==> src/rtl/receiver_pkg.sv <==
`default_nettype none
// ============================================================================
//  Module      : receiver_pkg
//  Description : Shared constants and state type for the UART receiver.
//                Holds the oversampling ratio, the frame length and the
//                receiver FSM state encoding.
//  Revision    : 1.0 - initial release
// ============================================================================
package receiver_pkg;

    // Ticks per bit; the receiver counters are sized for exactly 16.
    localparam int OVERSAMPLE = 16;

    // Start + 8 data + stop.
    localparam int FRAME_BITS = 10;

    // Tick index (0-based) at which the start bit is checked: mid-bit.
    localparam logic [3:0] MID_TICK  = 4'd7;
    // Tick index at which data and stop bits are sampled: one full bit later.
    localparam logic [3:0] LAST_TICK = 4'd15;
    // Index of the final data bit.
    localparam logic [2:0] LAST_BIT  = 3'd7;

    typedef enum logic [1:0] {
        RX_IDLE  = 2'd0,
        RX_START = 2'd1,
        RX_DATA  = 2'd2,
        RX_STOP  = 2'd3
    } rx_state_t;

endpackage
`default_nettype wire

==> src/rtl/rx_tick_gen.sv <==
`default_nettype none
// ============================================================================
//  Module      : rx_tick_gen
//  Description : Oversampling tick divider. Emits a one-cycle tick every DIV
//                clocks while clr is low. While clr is high the counter is
//                held at 0, so the first tick after clr falls arrives DIV
//                clocks later. DIV must be at least 1.
//  Ports       : clk  - system clock
//                rstn - asynchronous active-low reset
//                clr  - hold divider at zero (receiver idle)
//                tick - one-cycle oversampling strobe
//  Revision    : 1.0 - initial release
// ============================================================================
module rx_tick_gen #(
    parameter int DIV = 1
) (
    input  logic clk,
    input  logic rstn,
    input  logic clr,
    output logic tick
);

    localparam int             CW   = (DIV > 1) ? $clog2(DIV) : 1;
    localparam logic [CW-1:0]  LAST = CW'(DIV - 1);

    logic [CW-1:0] cnt;

    always_ff @(posedge clk or negedge rstn) begin
        if (!rstn) begin
            cnt <= '0;
        end else if (clr || (cnt == LAST)) begin
            cnt <= '0;
        end else begin
            cnt <= cnt + CW'(1);
        end
    end

    assign tick = !clr && (cnt == LAST);

endmodule
`default_nettype wire

==> src/rtl/receiver.sv <==
`default_nettype none
// ============================================================================
//  Module      : receiver
//  Description : UART 8N1 receiver with 16x oversampling. Synchronizes the
//                asynchronous rx line, detects the start edge, checks the
//                start bit mid-bit, shifts in eight data bits LSB first and
//                checks the stop bit. Good frames update data with a valid
//                strobe; a low stop bit gives a frame_err strobe instead.
//  Ports       : clk       - system clock, rising edge
//                rstn      - asynchronous active-low reset
//                rx        - serial input, idle high, asynchronous to clk
//                data      - last correctly received byte
//                valid     - one-cycle pulse, data updated this cycle
//                frame_err - one-cycle pulse, stop bit sampled low
//                busy      - frame in progress
//  Revision    : 1.0 - initial release
// ============================================================================
module receiver #(
    parameter int CLK_FREQ   = 50_000_000,
    parameter int BAUD_RATE  = 115200,
    parameter int OVERSAMPLE = 16
) (
    input  logic       clk,
    input  logic       rstn,
    input  logic       rx,
    output logic [7:0] data,
    output logic       valid,
    output logic       frame_err,
    output logic       busy
);

    import receiver_pkg::*;

    localparam int DIV = CLK_FREQ / (BAUD_RATE * OVERSAMPLE);

    logic       rx_meta;
    logic       rx_s;
    logic       rx_prev;
    logic       fall;
    logic       tick;
    logic       div_clr;
    rx_state_t  state;
    logic [3:0] tick_cnt;
    logic [2:0] bit_cnt;
    logic [7:0] shreg;

    // Two-flop synchronizer plus one extra stage for edge detection. All
    // three reset high so a released reset never looks like a start edge.
    always_ff @(posedge clk or negedge rstn) begin
        if (!rstn) begin
            rx_meta <= 1'b1;
            rx_s    <= 1'b1;
            rx_prev <= 1'b1;
        end else begin
            rx_meta <= rx;
            rx_s    <= rx_meta;
            rx_prev <= rx_s;
        end
    end

    // Only a 1->0 transition starts a frame; a line parked low (break)
    // cannot re-trigger until it has gone high again.
    assign fall = rx_prev && !rx_s;

    assign div_clr = (state == RX_IDLE);

    rx_tick_gen #(
        .DIV (DIV)
    ) u_tick_gen (
        .clk  (clk),
        .rstn (rstn),
        .clr  (div_clr),
        .tick (tick)
    );

    always_ff @(posedge clk or negedge rstn) begin
        if (!rstn) begin
            state     <= RX_IDLE;
            tick_cnt  <= 4'd0;
            bit_cnt   <= 3'd0;
            shreg     <= 8'h00;
            data      <= 8'h00;
            valid     <= 1'b0;
            frame_err <= 1'b0;
        end else begin
            valid     <= 1'b0;
            frame_err <= 1'b0;
            case (state)
                RX_IDLE: begin
                    if (fall) begin
                        tick_cnt <= 4'd0;
                        state    <= RX_START;
                    end
                end
                RX_START: begin
                    if (tick) begin
                        if (tick_cnt == MID_TICK) begin
                            // A start bit that is already high again at
                            // mid-bit is line noise: drop it silently.
                            if (!rx_s) begin
                                tick_cnt <= 4'd0;
                                bit_cnt  <= 3'd0;
                                state    <= RX_DATA;
                            end else begin
                                state    <= RX_IDLE;
                            end
                        end else begin
                            tick_cnt <= tick_cnt + 4'd1;
                        end
                    end
                end
                RX_DATA: begin
                    if (tick) begin
                        // tick_cnt wraps 15->0, so each sample lands one
                        // full bit after the previous mid-bit point.
                        tick_cnt <= tick_cnt + 4'd1;
                        if (tick_cnt == LAST_TICK) begin
                            shreg <= {rx_s, shreg[7:1]};
                            if (bit_cnt == LAST_BIT) begin
                                state <= RX_STOP;
                            end else begin
                                bit_cnt <= bit_cnt + 3'd1;
                            end
                        end
                    end
                end
                RX_STOP: begin
                    if (tick) begin
                        tick_cnt <= tick_cnt + 4'd1;
                        if (tick_cnt == LAST_TICK) begin
                            if (rx_s) begin
                                data  <= shreg;
                                valid <= 1'b1;
                            end else begin
                                frame_err <= 1'b1;
                            end
                            state <= RX_IDLE;
                        end
                    end
                end
                default: begin
                    state <= RX_IDLE;
                end
            endcase
        end
    end

    assign busy = (state != RX_IDLE);

endmodule
`default_nettype wire

==> config.mk <==
export PLATFORM = sky130hd
export DESIGN_NAME = receiver
export DESIGN_NICKNAME = d
export VERILOG_FILES = /design/src/rtl/receiver_pkg.sv /design/src/rtl/rx_tick_gen.sv /design/src/rtl/receiver.sv
export SDC_FILE = /design/constraint.sdc
export NUM_CORES = 1
export LEC_CHECK = 0
export CAP_MARGIN = 0
export CORE_MARGIN = 2
export CORE_UTILIZATION = 60
export DETAILED_ROUTE_END_ITERATION = 16
export PLACE_DENSITY = 0.82
export SYNTH_ARGS = -nofsm -noshare
export SYNTH_HDL_FRONTEND = slang
export SYNTH_SLANG_ARGS = --single-unit
==> constraint.sdc <==
create_clock -name clk -period 5.75 [get_ports clk]
set_clock_uncertainty 0.15 [all_clocks]
set_input_delay 0.575 -clock clk [delete_from_list [all_inputs] [get_ports clk]]
set_output_delay 0.575 -clock clk [all_outputs]
set_load 0.02 [all_outputs]
==> results of run 1 <==
==> logic make-up after synthesis <==
| group | Yosys count | synth area share |
|---|---|---|
| AO/OA/AOI/OAI | 16 | 0.0733 |
| adder cells (fa/ha/maj) | 5 | 0.0394 |
| AND/OR/NAND/NOR | 37 | 0.162 |
| flip-flops | 35 | 0.554 |
| buffers and inverters | 12 | 0.0347 |
| XOR/XNOR | 3 | 0.0166 |
| multiplexers | 17 | 0.120 |
==> flip-flops by register name, summed over array words and instances (netlist names), named ones only <==
name	count
tick_cnt	4
data	8
rx_s	1
u_tick_gen.cnt	5
state	1
rx_prev	1
rx_meta	1
frame_err	1
valid	1
shreg	8
bit_cnt	3
==> area by class of cell <==
cell class / instances / area share
clock inverters: 1 / 0.0166
clock buffers: 6 / 0.0229
flip-flops and latches: 35 / 0.488
repair buffers: 14 / 0.0763
multi-input cells: 78 / 0.361
inverters: 7 / 0.0146
well taps: 30 / 0.0208
==> critical path: stages (launching register included) <==
cell and delay [ns]:
dfrtp_1 0.62, nor2_1 0.15, inv_1 0.08, clkdlybuf4s50_1 0.59
==> cell usage in the layout (no fill, tap or decap), types with 2 or more instances in the layout <==
cell type        synthesis  final
dfstp_2                  3      3
xor2_1                   2      2
mux2_2                  16     16
clkdlybuf4s50_1          0     13
inv_1                    7      7
o32ai_1                  2      2
nand2_1                  7      7
ha_1                     5      5
nand3_1                  6      6
dfrtp_1                 32     32
clkbuf_4                 0      5
nor2_1                   7      7
o22ai_1                  3      3
nor3_1                   2      2
nor4bb_1                 2      2
o21ai_0                  3      3
==> final timing paths <==
kind	to	depth (start not counted)
setup reg to reg	shreg[6]	5
hold reg to reg	rx_s	0
min in group asynchronous	tick_cnt[0]	2
hold / removal	rx_s	0
max in group asynchronous	rx_s	2
setup / recovery	busy	3
==> metal layers <==
layer / vias to the layer above / track usage / wire length [um]
li1: 481 / - / -
met1: 496 / 0.252 / 1170
met2: 35 / 0.306 / 1220
met3: 6 / 0.0726 / 145
met4: 0 / 0.0732 / 44
met5: - / 0 / 0
==> power by group through the flow <==
stage          logic [mW]  registers (mW)  clock network, mW
3_3_place_gp       0.0594           0.297                  0
4_1_cts            0.0640           0.294              0.170
5_1_grt            0.0727           0.298              0.182
6_report           0.0616           0.294              0.165
3_5_place_dp       0.0633           0.299                  0
2_1_floorplan      0.0495           0.291                  0
==> synth_stat cells (all sizes together), types with 3 or more instances <==
library cell  number  area [um^2]
o21ai              3         15.0
ha                 5         62.6
o22ai              3         18.8
nor3               3         26.3
dfstp              3         78.8
nand3              6         30.0
nor2               7         26.3
nand2              7         26.3
clkbuf             3         12.5
dfrtp             32          801
inv                7         26.3
mux2              16          180
==> per-stage QoR <==
step / setup WS [ns] / utilization / cells / area, um^2
global route: 3.13 / 0.722 / 171 / 1800
finish: 3.25 / 0.722 / 171 / 1800
global placement: 3.65 / 0.693 / 164 / 1730
floorplan: 3.86 / - / 125 / 1590
detailed placement: 3.61 / 0.693 / 164 / 1730
CTS: 3.26 / 0.722 / 171 / 1800
==> flow_metrics.py, run 1 <==
metrics = {
    "power_and_ir_drop": {
        "peakVddDrop_mv": 0.324,
        "power.density_nw_per_um2": 289,
        "switching_power_mw": 0.134,
        "swShare": 0.258,
        "internal-power_mw": 0.387,
        "seqPwrFrac": 0.565,
        "power.total_mw": 0.521,
        "share_comb_of_total_power": 0.118,
        "p_leak_nw": 0.853,
        "clock_power_share": 0.317,
    },
    "clocking": {
        "htree_levels": 2,
        "postCtsSetupBuffers": 0,
        "cts_max_path_buffers": 2,
        "cts.sinks": 35,
        "cts_buffers": 5,
        "clk_pin_slew_worst_paths_ns": 0.10,
        "cts_resized": 0,
        "cts_tree": "yes",
        "ctsHoldBuffers": 0,
        "insertion_delay_ns": 0.33,
        "cts_root_buffer": "clkbuf_4",
    },
    "route": {
        "via_per_inst": 5.95,
        "drtIter0Drc": 26,
        "ant_nets": 0,
        "first_pass_iters": 4,
        "drcViolationCount": 0,
        "via_count": 1018,
        "totalWireLength_um": 2580,
        "avgRoutedWirePerCell_um": 15.1,
    },
    "timing": {
        "setup_violations": 0,
        "tns_ns": 0,
        "tightest_slew_ns": 0.559,
        "fin_crit_ns": 2.50,
        "whs_ns": 0.211,
        "hold_violations": 0,
        "finalMaxSlewViolations": 0,
        "slew_headroom": 0.625,
        "rsz0062_at_grt": "no",
        "max_freq_ghz": 0.400,
        "period_share": 0.435,
    },
    "finish": {
        "fillCellCount": 169,
        "num_antenna_cells": 0,
        "fin_nets": 149,
        "seq_area_um2": 880,
        "syn_to_final_growth_pct": 13.7,
        "multi_input_area_um2": 652,
        "drive_above_1_share": 0.227,
    },
    "synthesis": {
        "synth.distinct_cells": 41,
        "async_reset_ff_frac": 1.00,
        "yosysSeqAreaShare": 0.554,
        "synth_area_per_cell_um2": 12.7,
        "synth-main-ff-cell": "dfrtp_1",
        "synth_edf_count": 0,
        "syn-num-nets": 133,
        "synthCells": 125,
        "syn_area_um2": 1590,
        "synth-seq-cells": 35,
        "yosysWarnings": 0,
    },
    "place": {
        "hpwl_um": 1740,
        "numPortBuffers": 13,
        "place.gp.congestion": 0.787,
    },
    "global_routing": {
        "grt_start_max_net_pins": 36,
        "grt_pass1_vias": 1052,
        "antenna_found_initial": 0,
        "grt_pass1_wl_um": 4650,
        "grt-ovfl-total": 0,
        "grtUsageTotal": 0.197,
    },
    "setup_path": {
        "r2r_slack_ns": 3.60,
        "path_max_fanout": 14,
        "worst_ep_required_time_ns": 5.03,
        "cp-start-kind": "register",
        "path_class": "reg -> out",
        "startpoint": "state[0]",
        "arrival_ns": 1.77,
        "cp-end-kind": "primary output",
        "r2r_start": "u_tick_gen.cnt[0]",
    },
    "flow_run": {
        "maxCapViolCount": 0,
    },
    "floorplan": {
        "die_y_um": 55.4,
        "dieArea_um2": 3070,
        "core_area_um2": 2500,
        "rows": 18,
        "die_w_um": 55.4,
        "num_io_pins": 14,
        "start_util": 0.635,
    },
    "outcome": {
        "status": "finished clean",
    },
    "hold_path": {
        "min_path_type": "reg -> reg",
        "hp-start": "rx_meta",
    },
}
(Power assumes the default switching activity.)
==> run 2: changes to the inputs <==
Settings changed: CORE_UTILIZATION 60 to 50, PLACE_DENSITY 0.82 to 0.73.
Clock period 5.75 ns to 2.15 ns, I/O delays scaled along.
==> run 2 against run 1 <==
Utilization decreased by 11 points. Routed wire length increased by 3.2%. Die area increased by 19%. Via count increased by 1.9%. Critical endpoint unchanged. Global-route usage decreased by 2.1 points. Sequential power increased to 2.7 times the previous value. Power increased to 2.6 times the previous value. Combinational power increased to 2.9 times the previous value. Highest routed layer unchanged.
==> flow_metrics.py, run 2 (synthesized netlist as in run 1, its figures left out) <==
metrics = {
    "timing": {
        "final.setup.worst_slack_ns": 0.134,
        "slew_headroom": 0.619,
        "hold_violations": 0,
        "max_freq_ghz": 0.496,
        "tns_ns": 0,
        "rsz0062_at_grt": "no",
        "fin_crit_ns": 2.02,
        "finalMaxSlewViolations": 0,
        "period_share": 0.937,
        "whs_ns": 0.126,
        "setup_violations": 0,
        "tightest_slew_ns": 0.563,
    },
    "finish": {
        "layout.cells.non_filler": 190,
        "utilization": 0.612,
        "syn_to_final_growth_pct": 16.8,
        "final_cell_mix": "dfrtp_1, mux2_2, clkdlybuf4s50_1, inv_1, nand2_1",
        "num_antenna_cells": 0,
        "top_regs": "data (8), shreg (8), u_tick_gen.cnt (5)",
        "fin_nets": 153,
        "drive_above_1_share": 0.267,
        "finalInstanceArea_um2": 1850,
        "final_common_cell": "dfrtp_1",
    },
    "outcome": {
        "status": "finished clean",
    },
    "place": {
        "dpl_worst_slack_ns": 0.131,
        "numPortBuffers": 13,
        "place.gp.congestion": 0.822,
        "dp_cells": 182,
        "hpwl_um": 1890,
        "post_dp_cell_area_um2": 1780,
    },
    "setup_path": {
        "worst_ep_required_time_ns": 1.78,
        "slowest_delay_ns": 0.53,
        "cp-end-kind": "primary output",
        "path_buf_inv": 2,
        "critical-path-top-delay-family": "buffers and inverters",
        "worstPathCellList": "nor2_2 > inv_1 > clkdlybuf4s50_1",
        "path_max_fanout": 15,
        "arrival_ns": 1.65,
        "path_class": "reg -> out",
        "cp_slowest_cell": "clkdlybuf4s50_1",
        "cp-start-kind": "register",
    },
    "global_routing": {
        "grt_pass1_wl_um": 4620,
        "grt_pass1_vias": 1039,
        "grtUsageTotal": 0.176,
        "grt-ovfl-total": 0,
        "antenna_found_initial": 0,
        "grt_start_max_net_pins": 36,
    },
    "clocking": {
        "cts_max_path_buffers": 2,
        "cts_buffers": 5,
        "insertion_delay_ns": 0.34,
        "cts.sinks": 35,
        "postCtsSetupBuffers": 0,
        "clk_pin_slew_worst_paths_ns": 0.10,
        "cts_root_buffer": "clkbuf_4",
        "cts_tree": "yes",
        "ctsHoldBuffers": 0,
        "htree_levels": 2,
    },
    "power_and_ir_drop": {
        "peakVddDrop_mv": 0.445,
        "power.density_nw_per_um2": 732,
        "power.total_mw": 1.36,
        "p_leak_nw": 0.870,
    },
    "floorplan": {
        "die_y_um": 60.3,
        "dieArea_um2": 3640,
        "die_w_um": 60.3,
        "start_util": 0.524,
        "rows": 20,
        "num_io_pins": 14,
        "core_area_um2": 3030,
    },
    "flow_run": {
        "maxCapViolCount": 0,
    },
    "route": {
        "drtIter0Drc": 29,
        "ant_nets": 0,
        "drcViolationCount": 0,
        "avgRoutedWirePerCell_um": 14.0,
        "via_count": 1037,
        "first_pass_iters": 4,
        "via_per_inst": 5.46,
        "totalWireLength_um": 2660,
    },
    "hold_path": {
        "min_path_type": "in -> async",
    },
}
-- run 2: changes by cell type in the layout (fill, tap and decap cells not counted) --
| cell | change |
|---|---|
| nor2_2 | +1 |
| clkbuf_8 | +2 |
| bufinv_16 | -1 |
| dfrtp_2 | +1 |
| dfrtp_1 | -1 |
| nor2_1 | -1 |
| buf_4 | +4 |
-- run 2: timing repair --
action                                 in CTS  in global routing
gates cloned                                0                  0
endpoints found under the hold margin       0                  0
setup endpoints to repair                   1                  1
resized for setup                           1                  1
-- run 2: layer usage --
| metal | share of wire | track usage |
|---|---|---|
| met1 | 0.44 | 0.216 |
| met2 | 0.50 | 0.283 |
| met4 | 0.017 | 0.0794 |
| met5 | 0 | 0 |
| met3 | 0.041 | 0.0597 |
-- run 2: path summary, 6_finish.rpt --
kind | from | to | slack [ns] | cells after the start
setup / recovery | register | busy | 0.13 | 3
hold / removal | rstn | u_tick_gen.cnt[3] | 0.13 | 2
setup reg to reg | u_tick_gen.cnt[0] | data[4] | 0.16 | 5
hold reg to reg | rx_meta | rx_s | 0.21 | 0
max in group asynchronous | rstn | rx_meta | 1.39 | 2
min in group clk | rx | rx_meta | 0.13 | 1
-- run 2: where the power goes --
part           leakage [nW]  switching (mW)  internal (mW)
sequential            0.466          0.0662          0.715
clock                0.0386           0.204          0.192
combinational         0.366          0.0928         0.0848
total                 0.870           0.363          0.992
-- run 2: final cells by class --
cell class              count  area, um^2
clock buffers               8        68.8
fillers                   247        1170
inverters                   7        26.3
multi-input cells          78         654
flip-flops and latches     35         881
well taps                  44        55.1
repair buffers             18         168
